### src/rtl/num_bit_pkg.sv
// Shared constants for the num_bit population-count block.
// Default geometry and the minimum count-width helper.
package num_bit_pkg;

  localparam int WIDTH_D   = 8;
  localparam int COUNT_W_D = 8;

  function automatic int min_count_w(
    input int w
  );
    return $clog2(w + 1);
  endfunction

  localparam int MIN_COUNT_W_D =
    min_count_w(WIDTH_D);

endpackage

### src/rtl/num_bit_popcount.sv
// Combinational balanced adder-tree popcount.
// Returns the number of set bits in i_signal.
module num_bit_popcount
  import num_bit_pkg::*;
#(
  parameter int WIDTH = WIDTH_D,
  parameter int CW    = min_count_w(WIDTH)
) (
  input  logic [WIDTH-1:0] i_signal,
  output logic [CW-1:0]    o_pop
);

  localparam int LV = (WIDTH > 1) ?
    $clog2(WIDTH) : 0;
  localparam int N  = 1 << LV;

  // Heap layout: node k sums nodes 2k and 2k+1.
  logic [CW-1:0] w_node [1:2*N-1];

  for (genvar k = N; k < 2*N; k++) begin : g_leaf
    if (k - N < WIDTH) begin : g_bit
      assign w_node[k] = CW'(i_signal[k-N]);
    end else begin : g_pad
      assign w_node[k] = '0;
    end
  end

  for (genvar k = 1; k < N; k++) begin : g_sum
    assign w_node[k] =
      w_node[2*k] + w_node[2*k+1];
  end

  assign o_pop = w_node[1];

endmodule

### src/rtl/num_bit.sv
// Registered ones/zeros count of an input word.
// Result appears one clock after a valid input.
module num_bit
  import num_bit_pkg::*;
#(
  parameter int WIDTH   = WIDTH_D,
  parameter int COUNT_W = COUNT_W_D
) (
  input  logic               clk,
  input  logic               rst_n,
  input  logic [WIDTH-1:0]   signal,
  input  logic               ones,
  input  logic               in_valid,
  output logic [COUNT_W-1:0] count,
  output logic               out_valid
);

  localparam int CW = min_count_w(WIDTH);

  if (COUNT_W < CW) begin : g_chk
    $error("COUNT_W too narrow for WIDTH");
  end

  logic [CW-1:0]      w_pop;
  logic [CW-1:0]      w_res;
  logic [COUNT_W-1:0] r_count;
  logic               r_valid;

  num_bit_popcount #(
    .WIDTH (WIDTH),
    .CW    (CW)
  ) u_pop (
    .i_signal (signal),
    .o_pop    (w_pop)
  );

  assign w_res = ones ? w_pop :
    CW'(WIDTH) - w_pop;

  always_ff @(posedge clk or negedge rst_n) begin
    if (!rst_n) begin
      r_count <= '0;
      r_valid <= 1'b0;
    end else begin
      r_valid <= in_valid;
      if (in_valid) begin
        r_count <= COUNT_W'(w_res);
      end
    end
  end

  assign count     = r_count;
  assign out_valid = r_valid;

endmodule

### config.mk
export PLATFORM = sky130hd
export DESIGN_NAME = num_bit
export DESIGN_NICKNAME = d
export VERILOG_FILES = /design/src/rtl/num_bit_pkg.sv /design/src/rtl/num_bit_popcount.sv /design/src/rtl/num_bit.sv
export SDC_FILE = /design/constraint.sdc
export NUM_CORES = 1
export LEC_CHECK = 0
export CAP_MARGIN = 20
export CORE_AREA = 2 2 39 41
export CTS_CLUSTER_DIAMETER = 80
export CTS_CLUSTER_SIZE = 16
export DETAILED_ROUTE_END_ITERATION = 16
export DIE_AREA = 0 0 41 43
export GPL_ROUTABILITY_DRIVEN = 0
export PLACE_DENSITY = 0.71
export SETUP_SLACK_MARGIN = 0.02
export SYNTH_ARGS = -nofsm -noshare
export SYNTH_HDL_FRONTEND = slang
export SYNTH_SLANG_ARGS = --single-unit
### constraint.sdc
create_clock -name clk -period 1.6 [get_ports clk]
set_input_delay 0.24 -clock clk [delete_from_list [all_inputs] [get_ports clk]]
set_output_delay 0.24 -clock clk [all_outputs]
set_load 0.02 [all_outputs]
# Word-level counts from Yosys, hierarchy flattened
# Index checks and enable logic that the tools add are counted.
# totals
regBits	5
in_bits	12
out_inout_bits	9
word_cells	11
# op_classes
add_sub_neg	8
n_mux	1
# ops
cell	n
$add A1 B1 Y2	4
$add A2 B2 Y3	2
$add A3 B3 Y4	1
$mux W4	1
$sub A4 B4 Y4 const A	1

# Depth between registers and ports, before layout
# logic_depth
depth_word	5
depth_mapped	12
mapped_depth_nobuf	12

# Cells and area by module
# A second synthesis with hierarchy kept.
# hier_totals
hier_cells	43
area_unflattened_um2	445.4
# modules_own_cells
module	instances	cells_per_inst	area_each_um2	seq_area_each_um2
num_bit	1	25	260.2	125.1
num_bit_popcount	1	18	185.2	0.0

# Worst setup path after synthesis
# Ideal clock, no wire load.
# synth_timing
path_type	in2reg
startpoint	input signal[0]
endpoint	register r_count[3], in the netlist count[3]
setup_time_ns	0.082
arrival_time_ns	3.464
required_ns	1.518
setup_slack_ns	-1.946
cell_stages	11
n_path_buf	0
path_cell_list	inv_1 fa_1 fa_1 fa_1 inv_1 ha_1 inv_1 fa_1 or3b_4 or4b_1 a31oi_1
# synth_between
elab_chain_len	5
# synth_rtl
element	line_no	rtl
from (decl)	num_bit.sv:11	input logic [WIDTH-1:0] signal,
$add A1 B1 Y2 (*)	num_bit_popcount.sv:30	w_node[2*k] + w_node[2*k+1];
$add A2 B2 Y3 (*)	num_bit_popcount.sv:30	
$add A3 B3 Y4 (*)	num_bit_popcount.sv:30	
$sub A4 B4 Y4	num_bit.sv:38	CW'(WIDTH) - w_pop;
$mux W4 (*)	num_bit.sv:37	assign w_res = ones ? w_pop :
to (signal assigned)	num_bit.sv:47	r_count <= COUNT_W'(w_res);
to (decl)	num_bit.sv:26	logic [COUNT_W-1:0] r_count;
# Every way passes the cells marked *; elsewhere a longest branch is shown, timed or not.
# A chain may end at the register's enable or synchronous reset.

# Worst setup path after layout
# layout_timing
startpoint	input signal[3]
endpoint	register r_count[3], in the netlist count[3]
# The elaborated chain is that of the path after synthesis.

==> out/results.ini <==
[timing]
fin_setup_tns_ns=-5.41
fin_ws_ns=-1.78
setup-violations-final=4
drv_slew=0
min_period_ns=3.38
rsz0062_at_grt=true
layout_worst_path_cycle_share=2.11
finalClockSkew_ns=0
max_freq_ghz=0.296
final-hold-violation-count=0

[routing]
dr.pass1.iters=4
vias=427
ant_nets=0
drcViolationCount=0
post_drt_wl_per_cell_um=11.3
via_per_inst=4.40
drt_iter0_drc=4
wirelength_um=1100

[die]
std_cell_rows=14
core_um2=1380
die-width_um=41
start_util=0.344
dieArea_um2=1760
die-height_um=43
ios=21

[worst_setup_path]
cp-start-kind=primary input
critical_path_required_ns=1.77
r2r_cells=1
timing.rr.end=count[0]
crit_chain=buf_6 > inv_2 > fa_1 > fa_1 > fa_1 > inv_2 > ha_4 > inv_2 > fa_1 > or3b_4 > or4b_4 > a31oi_4
critical_path.endpoint=count[3]
end_kind=register
worst_path_most_repeated_cell=fa_1
slowest_delay_ns=0.54
crit_slowest_cell=fa_1
r2r-start=count[0]
crit_type=in2reg
arrival_ns=3.55
rrSetupSlack_ns=0.82
crit_start=signal[3]
cp_max_fo=2

[logic_synthesis]
yosys_warnings=0
ys_types=19
synth-seq-cells=5
synth_compound_area_frac=0.0842
yosys.area_share.simple=0.108
synthMuxAreaShare=0.0447
yosysSeqAreaShare=0.263
synth_xor_area_frac=0.0368
synthAdderAreaFrac=0.274
syn_inst=52
avgSynthCellArea_um2=9.14
synth_top_family_by_area=adder cells
netlist_area_um2=475

[clock_tree]
cts_buffer_depth=2
numCtsBuffers=3
cts_tree=yes
cts_sinks=5
cts_max_level=1
clk_pin_slew_ns=0.05
hold_buffers=0
root_buffer=clkbuf_4
insertion_delay_ns=0.26

[power_and_ir_drop]
totalPowerFinal_w=0.00104
vdd_drop_max_v=0.000663
leakagePower_nw=0.397
p_per_area_nw_per_um2=1280

[global_routing]
grt_pass1_vias=422
grt_use_total=0.151
grt_pass1_wl_um=1700
overflow=0
grt_antenna_before_repair=0
grt_max_degree=9

[finish]
diodes=0
drive_above_1_share=0.346
filler_cell_count=122
finish.utilization=0.585
area_growth_pct=70.3
fin_area_um2=810
nets=102

[placement]
io_buffer_count=16
dp_worst_setup_slack_ns=-2.62
post_dp_cell_area_um2=726
hpwl_um=919

[status]
status=finished, violations left
violations=setup timing

[flow_run]
max_cap_viol_count=0

[min_path]
hp-class=in2async

-- critical path: cells and delay by family --
| family | cells | cell delay [ns] |
|---|---|---|
| AO/OA/AOI/OAI | 1 | 0.14 |
| adder cells (fa/ha/maj) | 5 | 2.06 |
| buffers and inverters | 4 | 0.22 |
| AND/OR/NAND/NOR | 2 | 0.89 |
-- how the worst min path moves through the flow --
stage	end	cells past startpoint	startpoint
after floorplan	count[0]	0	rst_n
after global placement	count[0]	1	rst_n
after detailed placement	count[0]	1	rst_n
after CTS	count[0]	1	rst_n
after global routing	count[0]	1	rst_n
final	count[0]	1	rst_n
-- what timing repair did --
item                       CTS  global route
pin swaps                    9             5
buffers inserted             1             3
gates resized for setup     18             4
setup endpoints to repair    4             4
gates cloned                 0             0
-- routing by layer --
layer	vias to the layer above	routed length, um	global-route usage
met2	10	596	0.234
met4	0	23	0.0800
met3	4	34	0.0628
met5	-	0	0
met1	204	443	0.165
li1	209	-	-
-- logic make-up (layout without fill, tap and decap cells) --
| kind of cell | Yosys count | after routing |
|---|---|---|
| xor+xnor | 2 | 2 |
| flops | 5 | 5 |
| mux | 2 | 2 |
| buf+inv | 19 | 45 |
| fa+ha+maj | 8 | 8 |
| simple gates | 9 | 9 |
| other cells | 1 | 4 |
| compound gates | 6 | 6 |
-- final cells by class --
type | instances | area, um^2 | share of cell area
Timing Repair Buffer | 26 | 244 | 0.301
Tap cell | 16 | 20.0 | 0.0247
Inverter | 15 | 63.8 | 0.0788
Sequential cell | 5 | 125 | 0.155
Clock buffer | 4 | 26.3 | 0.0325
Multi-Input combinational cell | 31 | 330 | 0.408
-- power breakdown --
group | leakage, nW | switching, W | internal [W]
Clock | 0.0150 | 0.0000612 | 0.0000948
Sequential | 0.0577 | 0.0000239 | 0.000171
Combinational | 0.324 | 0.000303 | 0.000383
-- cells in the final DEF (no fill, tap or decap), types with 2 or more instances in the layout --
cell type,Yosys,routed
a21oi_1,3,3
dfrtp_1,5,5
ha_4,0,2
nor2_1,4,3
buf_4,4,8
clkdlybuf4s50_1,0,13
buf_6,0,3
clkbuf_4,0,3
xnor2_1,2,2
ha_1,4,2
inv_1,15,11
inv_2,0,3
conb_1,1,4
fa_1,4,4
-- registers in the layout (all words and copies together), names as in the netlist --
register,count
count,4
out_valid,1
-- cell usage after synthesis --
library cell  count  area, um^2
xnor2_1           2        17.5
o221a_2           1        11.3
nand2_1           1        3.75
nand2b_1          1        6.26
buf_4             4        30.0
nand3_1           1        5.00
mux2_2            1        11.3
a21o_1            1        7.51
mux2i_1           1        10.0
or3b_4            1        11.3
fa_1              4        80.1
ha_1              4        50.1
dfrtp_1           5         125
inv_1            15        56.3
conb_1            1        3.75
or4b_1            1        10.0
a21oi_1           3        15.0
nor2_1            4        15.0
a31oi_1           1        6.26
-- per-stage QoR --
step,hold slack [ns],cells
final,0.205,97
after global routing,0.228,97
after CTS,0.212,96
after detailed placement,0.486,91
after global placement,0.475,91
after floorplan,-0.0556,55
Note: power is estimated with default switching activity, not from simulation.
